==> src/rtl/mem_line_responder_pkg.sv <==
// Shared types and sizing for the memory-side line responder.
package mem_line_responder_pkg;

  localparam int XLEN             = 32;
  localparam int CACHELINE_SIZE   = 256;
  localparam int NUM_CACHE        = 8;
  localparam int SRC_W            = $clog2(NUM_CACHE) + 1;
  localparam int WAY_W            = 2;
  localparam int BURST_WIDTH      = 64;
  localparam int BURST_LEN        = CACHELINE_SIZE / BURST_WIDTH;
  localparam int CNT_W            = $clog2(BURST_LEN);
  localparam int LINE_OFFSET_BITS = $clog2(CACHELINE_SIZE / 8);

  // Memory answers with an id one past the last cache id.
  localparam logic [SRC_W-1:0] MEM_ID = SRC_W'(NUM_CACHE);

  typedef enum logic [1:0] {NONE, GETS, GETM, PUTM} bus_tx_t;
  typedef enum logic [1:0] {NODATA, DATA, EXCLUSIVE} mmsg_t;

  typedef enum logic [2:0] {
    S_IDLE, S_RD_CMD, S_RD_BEAT, S_WB_WAIT, S_WR_BEAT, S_RESP
  } mem_resp_state_t;

  typedef struct packed {
    logic              valid;
    bus_tx_t           bus_tx;
    logic [XLEN-1:0]   addr;
    logic [SRC_W-1:0]  source;
  } req_msg_t;

  typedef struct packed {
    logic                      valid;
    mmsg_t                     mmsg;
    logic [SRC_W-1:0]          source;
    logic [SRC_W-1:0]          destination;
    logic                      memory_flag;
    logic [WAY_W-1:0]          way;
    logic [XLEN-1:0]           addr;
    logic [CACHELINE_SIZE-1:0] data;
  } resp_msg_t;

  // Clear the byte-within-line offset so the address names a whole line.
  function automatic logic [XLEN-1:0] line_addr(input logic [XLEN-1:0] a);
    return a & ~(XLEN'((1 << LINE_OFFSET_BITS) - 1));
  endfunction

endpackage

==> src/rtl/mem_line_responder.sv <==
// Memory-side terminator for cache requests: burst-reads lines for GETS/GETM,
// burst-writes evicted lines for PUTM, and answers the requestor.
module mem_line_responder
  import mem_line_responder_pkg::*;
(
  input  logic                   clk,
  input  logic                   rst,
  input  req_msg_t               req_i,
  input  logic                   req_excl_i,
  output logic                   req_ready_o,
  input  resp_msg_t              wb_i,
  output resp_msg_t              resp_o,
  input  logic                   resp_ready_i,
  output logic [XLEN-1:0]        bmem_addr_o,
  output logic                   bmem_read_o,
  output logic                   bmem_write_o,
  output logic [BURST_WIDTH-1:0] bmem_wdata_o,
  input  logic                   bmem_ready_i,
  input  logic [BURST_WIDTH-1:0] bmem_rdata_i,
  input  logic                   bmem_rvalid_i
);

  localparam logic [CNT_W-1:0] LAST_BEAT = CNT_W'(BURST_LEN - 1);

  mem_resp_state_t             r_state;
  logic [CNT_W-1:0]            r_cnt;
  logic [CACHELINE_SIZE-1:0]   r_data;
  logic [XLEN-1:0]             r_addr;
  logic [SRC_W-1:0]            r_src;
  bus_tx_t                     r_tx;
  logic                        r_excl;
  logic                        r_req_ready;
  logic                        r_bmem_read;
  logic                        r_bmem_write;
  logic [BURST_WIDTH-1:0]      r_bmem_wdata;
  resp_msg_t                   r_resp;

  logic [CNT_W-1:0]            w_cnt_inc;
  logic                        w_wb_match;
  resp_msg_t                   w_resp;
  logic                        w_unused_wb;

  assign w_cnt_inc  = r_cnt + 1'b1;
  assign w_wb_match = wb_i.valid && wb_i.memory_flag && (line_addr(wb_i.addr) == r_addr);
  // Only the data/address half of the writeback message matters here.
  assign w_unused_wb = ^{wb_i.mmsg, wb_i.source, wb_i.destination, wb_i.way};

  assign req_ready_o  = r_req_ready;
  assign bmem_addr_o  = r_addr;
  assign bmem_read_o  = r_bmem_read;
  assign bmem_write_o = r_bmem_write;
  assign bmem_wdata_o = r_bmem_wdata;
  assign resp_o       = r_resp;

  // Response loaded on entry to S_RESP; for reads the final beat is still on the bus.
  always_comb begin
    w_resp             = '0;
    w_resp.valid       = 1'b1;
    w_resp.source      = MEM_ID;
    w_resp.destination = r_src;
    w_resp.addr        = r_addr;
    case (r_tx)
      GETS:    w_resp.mmsg = r_excl ? EXCLUSIVE : DATA;
      GETM:    w_resp.mmsg = DATA;
      default: w_resp.mmsg = NODATA;
    endcase
    if (r_tx != PUTM) begin
      w_resp.data = {bmem_rdata_i, r_data[CACHELINE_SIZE-BURST_WIDTH-1:0]};
    end
  end

  // Transaction FSM with all outputs registered.
  always_ff @(posedge clk or posedge rst) begin
    if (rst) begin
      r_state      <= S_IDLE;
      r_cnt        <= '0;
      r_data       <= '0;
      r_addr       <= '0;
      r_src        <= '0;
      r_tx         <= NONE;
      r_excl       <= 1'b0;
      r_req_ready  <= 1'b1;
      r_bmem_read  <= 1'b0;
      r_bmem_write <= 1'b0;
      r_bmem_wdata <= '0;
      r_resp       <= '0;
    end else begin
      case (r_state)
        S_IDLE: begin
          // NONE requests are taken and silently dropped.
          if (req_i.valid && req_i.bus_tx != NONE) begin
            r_addr      <= line_addr(req_i.addr);
            r_src       <= req_i.source;
            r_tx        <= req_i.bus_tx;
            r_excl      <= req_excl_i;
            r_req_ready <= 1'b0;
            if (req_i.bus_tx == PUTM) begin
              r_state <= S_WB_WAIT;
            end else begin
              r_state     <= S_RD_CMD;
              r_bmem_read <= 1'b1;
            end
          end
        end
        S_RD_CMD: begin
          if (bmem_ready_i) begin
            r_bmem_read <= 1'b0;
            r_state     <= S_RD_BEAT;
          end
        end
        S_RD_BEAT: begin
          if (bmem_rvalid_i) begin
            r_data[BURST_WIDTH*r_cnt +: BURST_WIDTH] <= bmem_rdata_i;
            if (r_cnt == LAST_BEAT) begin
              r_cnt   <= '0;
              r_resp  <= w_resp;
              r_state <= S_RESP;
            end else begin
              r_cnt <= w_cnt_inc;
            end
          end
        end
        S_WB_WAIT: begin
          if (w_wb_match) begin
            r_data       <= wb_i.data;
            r_cnt        <= '0;
            r_bmem_write <= 1'b1;
            r_bmem_wdata <= wb_i.data[BURST_WIDTH-1:0];
            r_state      <= S_WR_BEAT;
          end
        end
        S_WR_BEAT: begin
          if (bmem_ready_i) begin
            if (r_cnt == LAST_BEAT) begin
              r_cnt        <= '0;
              r_bmem_write <= 1'b0;
              r_bmem_wdata <= '0;
              r_resp       <= w_resp;
              r_state      <= S_RESP;
            end else begin
              r_cnt        <= w_cnt_inc;
              r_bmem_wdata <= r_data[BURST_WIDTH*w_cnt_inc +: BURST_WIDTH];
            end
          end
        end
        S_RESP: begin
          if (resp_ready_i) begin
            r_resp      <= '0;
            r_req_ready <= 1'b1;
            r_state     <= S_IDLE;
          end
        end
        default: begin
          r_state     <= S_IDLE;
          r_req_ready <= 1'b1;
        end
      endcase
    end
  end

endmodule

==> config.mk <==
export PLATFORM = sky130hd
export DESIGN_NAME = mem_line_responder
export DESIGN_NICKNAME = d
export VERILOG_FILES = /design/src/rtl/mem_line_responder_pkg.sv /design/src/rtl/mem_line_responder.sv
export SDC_FILE = /design/constraint.sdc
export NUM_CORES = 1
export LEC_CHECK = 0
export ABC_AREA = 0
export ABC_CLOCK_PERIOD_IN_PS = 29700
export BUFFER_PORTS_ARGS = -buffer_cell sky130_fd_sc_hd__buf_2
export CORE_AREA = 4 4 312 314
export CTS_CLUSTER_SIZE = 20
export DETAILED_ROUTE_END_ITERATION = 12
export DIE_AREA = 0 0 316 318
export GPL_TIMING_DRIVEN = 0
export HOLD_SLACK_MARGIN = 0.06
export SLEW_MARGIN = 30
export SYNTH_ARGS = -nofsm -noshare
export SYNTH_HDL_FRONTEND = slang
export SYNTH_SLANG_ARGS = --single-unit
==> constraint.sdc <==
create_clock -name clk -period 29.7 [get_ports clk]
set_input_delay 5.94 -clock clk [delete_from_list [all_inputs] [get_ports clk]]
set_output_delay 5.94 -clock clk [all_outputs]
set_load 0.03 [all_outputs]
**After elaboration in Yosys (flattened, before gate mapping)**

Cells that the tools add are included.

- Register bits: 664
- Word-level logic and storage cells: 105
- Output and inout port bits: 401
- Input bits: 411

- Reduce and logical (&&, ||, !) cells: 20
- Shifts and indexed selects: 3
- Bitwise operators: 1
- Eq/ne operators: 19
- Mux-type cells: 41
- $add $sub $neg: 2

Operators with widths:

| cell | count |
|---|---|
| 2-to-1 mux 302 bit | 4 |
| case mux 302 bit (3 select lines) | 1 |
| 2-to-1 mux 256 bit | 3 |
| case mux 256 bit (2 select lines) | 1 |
| bitwise mux 256 bit | 1 |
| variable shift 64 x 34 -> 256 bit, first input constant | 1 |
| indexed part select 256 x 9 -> 64 bit | 1 |
| indexed part select 64 x 34 -> 256 bit | 1 |
| 2-to-1 mux 64 bit | 3 |
| case mux 64 bit (2 select lines) | 1 |
| negation 8 -> 34 bit | 1 |
| == test 27 bit | 1 |
| 2-to-1 mux 3 bit | 7 |
| inequality test 2 bit, second input constant | 9 |
| case mux 3 bit (6 select lines) | 1 |
| AND reduction 4 bit | 4 |
| 2-to-1 mux 2 bit | 6 |
| AND reduction 3 bit | 3 |
| 2-to-1 mux 1 bit | 8 |
| nonzero test 2 bit | 4 |
| == test 2 bit, second input constant | 3 |
| == test 3 x 2 -> 1 bit, second input constant | 2 |
| == test 3 bit, second input constant | 2 |
| case mux 2 bit (3 select lines) | 1 |
| other kinds (13) | 17 |

**Logic depth before layout (Yosys ltp)**

- Depth in word-level cells: 5
- Gate-level depth with buffers: 11
- Mapped depth without buffers: 7

**Worst setup path after synthesis**

Ideal clock, no wire load.

- Kind: input-to-reg
- From: input wb_i[273] in the netlist's numbering
- To: register r_bmem_wdata[0] (netlist: bmem_wdata_o[0])
- Library setup time: 0.125 ns
- Arrival: 8.015 ns
- Required time: 29.575 ns
- Setup slack: 21.560 ns
- Stages: 9
- Buffers on the path: 3
- Cells stage by stage: xor2_1 or4_4 nor2_1 or4b_1 buf_6 a21boi_4 buf_12 buf_12 mux2_4

- Longest elaborated chain between the ends: 4

RTL lines:

| element | RTL line | source |
|---|---|---|
| start, declared | mem_line_responder.sv:11 | `input resp_msg_t wb_i,` |
| == test 27 bit | mem_line_responder.sv:44 | `assign w_wb_match = wb_i.valid && wb_i.memory_flag && (line_addr(wb_i.addr) == r_addr);` |
| logical AND 1 bit | mem_line_responder.sv:44 |  |
| inequality test 2 bit (no line) | n/a |  |
| AND reduction 3 bit (no line) | n/a |  |
| end signal, assigned | mem_line_responder.sv:128 | `r_bmem_wdata <= wb_i.data[BURST_WIDTH-1:0];` |
| end signal, assigned | mem_line_responder.sv:142 | `r_bmem_wdata <= r_data[BURST_WIDTH*w_cnt_inc +: BURST_WIDTH];` |
| end, declared | mem_line_responder.sv:35 | `logic [BURST_WIDTH-1:0] r_bmem_wdata;` |

No other way between the ends.
A chain may end at the register's enable or synchronous reset.

**Worst setup path after layout**

- From: input bmem_ready_i
- To: register r_resp, in the netlist resp_o[215]

- Longest elaborated chain between the ends: 2

RTL lines:

| element | RTL line | source |
|---|---|---|
| start, declared | mem_line_responder.sv:18 | `input logic bmem_ready_i,` |
| inequality test 2 bit (no line) | n/a |  |
| AND reduction 4 bit (no line) | n/a |  |
| end signal, assigned | mem_line_responder.sv:116 | `r_resp <= w_resp;` |
| end signal, assigned | mem_line_responder.sv:138 | `r_resp <= w_resp;` |
| end, declared | mem_line_responder.sv:36 | `resp_msg_t r_resp;` |

No other way between the ends.

==> results.txt <==
The run finished with clean final reports. The fraction of synthesis flops using an asynchronous set or reset pin came out at 100%. The post-synthesis instance area came out at 0.0292 mm2. After routing the design area is roughly 0.038 mm2. The signal on the critical path passes through buf_2 -> inv_1 -> o31ai_1 -> and3b_1 -> clkbuf_1 -> a31oi_1 -> clkbuf_2 -> clkbuf_2 -> buf_16 -> clkbuf_1 -> a22o_1. In the final layout, flip-flops and latches occupy 0.0163 mm2. The cell depth of the worst flop-to-flop path is 10. Counting the fill cells in the layout gives around 9,100. The post-route minimum period came out at 8820 ps. The maximum clock rate is 0.113 GHz. The total clock sinks came out at about 650.

After clock tree synthesis, the clock-pin slew on the worst setup and hold paths is 50 ps. The hold violation count in the final report is 0. The cell family contributing the most delay on the critical path is buffers and inverters.

TritonCTS built the clock tree. The source-to-sink clock delay at the later pin of the worst-skew pair came out at 640 ps. Yosys mapped the design onto 50 distinct sky130hd cell types.

The proportion of synthesized chip area in sequential cells is between 50% and 60%. In this run the worst path has a maximum fanout of 10. The setup slack on the worst flop-to-flop path is roughly 26,000 ps. The width of the chip is roughly 320 um.

The count of nets left with antenna violations once routing finished came out at 0. The number of endpoints failing setup at the final stage came out at 0. The type of the tightest min-delay check is reg2reg. The setup path with the least slack is of type in2reg. In this run the vertical extent of the chip is 318 um. The H-tree depth came out at 3. In the layout the commonest cells are 801 x buf_2, 651 x dfrtp_1, 608 x a22o_1.

The number of vias per cell after detailed routing came out at about 5.5. The die area is 0.100 mm2. The root cell of the clock tree is clkbuf_16. In this run the critical register-to-register path is launched from r_cnt[1]. The detailed router's first-iteration violation count is 1,903. The placement-stage cell area came out at 0.0351 mm2. The layout-stage area growth over the synthesis result came out at 29.1%. At the end of the flow, the number of nets in the layout was about 3,300. Setup repair after global routing left no endpoint under its margin. Post-CTS timing repair inserted 0 buffers for setup. Across the run, the number of max-cap violations was 0. In the post-synthesis netlist, the biggest area contributors are dfrtp_1 56%, a22o_1 18%, mux2_2 11%.

The half-perimeter wire length of the detailed placement result came out at 97,100 um. Summed over all instances, the cell type with the most area after synthesis is dfrtp_1. Yosys printed 0 warnings. Among all flip-flop cells after synthesis, the most frequent one is dfrtp_1. After detailed routing, the total wire length is between 100,000 and 150,000 um. The number of buffers inserted by port buffering came out at just under 800. The reported leakage power came out at roughly 19 nW. Leaving out fill and tap cells, the most frequent cell in the layout is buf_2. The largest stage delay on the critical path came out at 650 ps.

The number of buffers created by CTS is 75. For this run, the share of the core covered by cells in the final layout is 39.8%. The share of the synthesized area in the top cell type came out at 55.9%.

For hold timing, the worst endpoint is resp_o[255]. The via count is roughly 23,000. The longest clock path from root to sink contains 3 buffers.

The smallest hold slack came out at 499 ps. The number of synthesized register bits came out at 652. The worst setup path is launched from an input pin. The pin count of the biggest net entering global routing came out at 91. The via count of the first global-routing pass came out at about 24,000. For this run the aggregate overflow at the end of global routing stands at 0. Dividing the final minimum period by the clock period gives between 20% and 30%.

On the critical path, the stage with the largest delay is an instance of clkbuf_1. For this run, design rule violations remaining after detail routing come to 0. The number of enable-type register cells in the synthesized netlist is 0. After clock tree synthesis, the flow added hold-fix buffers numbering 0.

The worst path required time came out at 30,250 ps. The mean post-synth cell area is ~14 um2. The total power density per cell area is 113 mW/mm2. Along the worst hold path, the cell count comes to 1. The multi-input combinational cells in the finished layout cover a total of 0.0119 mm2.

The initial antenna violation count is 30. The routed wirelength normalized by instance count came out at 30.9 um. The sum of buffers and inverters on the critical path is 7.

After technology mapping, the gate count stands at 2,016. In this run the most critical hold path is launched from resp_o[255]. The worst pin sits at a relative slew slack of 31.7%. At the pin with the least slew margin, the transition time is 1020 ps. The fraction of final layout cells sized beyond drive strength 1 is 47.3%. The endpoint kind of the worst setup timing path is a flop. The post-route clock skew came out at 19.3 ps. The post-cts resize count is 0. The placement row count came out at 113. The worst flop-to-flop path endpoint is resp_o[215]. The starting density of the core is 30.8%. The count of boundary I/O pins is 812.

The aggregate global-route resource usage is 25.4%. The placer's final routability congestion estimate is 0.851. The first global-routing pass estimated 183,000 um of wire.

After floorplanning, the core was sized to cover 0.0946 mm2. The max-slew violation total from the final report is 0. The largest voltage drop on the vdd net is roughly 63 uV. The pre-antenna-repair detailed-routing pass consisted of 5 iterations. Data on the critical path arrives at its endpoint at 9380 ps.
[worst max-delay path by stage]
| stage | slack [ps] | depth (start not counted) | to | from |
|---|---|---|---|---|
| CTS | 20890 | 11 | resp_o[14] | bmem_ready_i |
| detailed placement | 20200 | 11 | resp_o[14] | bmem_ready_i |
| finish | 20880 | 11 | resp_o[215] | bmem_ready_i |
| floorplan | 5490 | 1 | bmem_addr_o[10] | rst |
| global route | 20790 | 11 | resp_o[215] | bmem_ready_i |
| global placement | -2930 | 2 | resp_o[85] | rst |
[Yosys cell counts, drive strengths merged (2+ instances only)]
cell and number:
a21o 2, a21oi 7, a22o 609, a31oi 2, a32o 2, and2 2, and3b 2, and4 2
buf 64, clkbuf 144, dfrtp 651, ha 7, inv 9, mux2 351, mux4 64, nand2 19
nand3 2, nor2 7, nor2b 4, nor3 4, nor4 6, o21ai 9, xnor2 4, xor2 24
[registers in the layout, summed over array words and instances, names as in the netlist]
signal,flops
bmem_addr_o,27
bmem_read_o,1
bmem_wdata_o,64
bmem_write_o,1
r_cnt,2
r_data,256
r_excl,1
r_src,4
r_state,3
r_tx,2
req_ready_o,1
resp_o,290
[per-stage QoR]
stage / std cells / total power [W] / worst slack, ps / TNS [ps]
final: 4237 / 0.00424 / 20880 / 0
after floorplan: 2031 / 0.00260 / 5490 / 0
after detailed placement: 4083 / 0.00331 / 20200 / 0
after global placement: 4069 / 0.00327 / -2930 / -1803940
after CTS: 4214 / 0.00427 / 20890 / 0
after global routing: 4227 / 0.00444 / 20790 / 0
[worst register-to-register path: cells and delay by family (launching register included)]
kind                       cells  cell delay [ps]
adders and majority gates      1              190
AOI/OAI and AO/OA              2              730
and+or+nand+nor                1              250
DFF                            1              420
buffers and inverters          6             2440
[cells by family after synthesis]
logic type      count (synthesis)  synth area share, %
fa+ha+maj                       7                0.300
compound gates                639                 19.0
buf+inv                       217                 3.53
xor+xnor                       28                0.841
other cells                     1               0.0129
flops                         652                 55.9
simple gates                   56                 1.08
mux                           416                 19.3
[per-layer routing]
layer	part of all wire (%)	track usage (%)	vias to the layer above
li1	-	-	9649
met1	39	31.2	12200
met2	49	42.9	1106
met3	8.1	6.66	235
met4	4.0	9.09	6
met5	0.036	0	-
[final cells by class]
type                    count  share of cell area, %
clock buffers             114                   5.95
inverters                   9                  0.110
well taps                1265                   4.20
plain buffers             208                   2.73
diodes                     23                  0.153
repair buffers            787                   11.3
clock inverters            17                  0.651
flip-flops and latches    652                   43.3
multi-input cells        1162                   31.6
[where the power goes]
part           switching, W  internal, W  leakage [nW]  total, W
clock network      0.000384     0.000571          1.22  0.000955
registers          0.000252      0.00121          8.72   0.00146
logic               0.00109     0.000737          9.13   0.00183
Note: power is estimated with default switching activity, not from simulation.
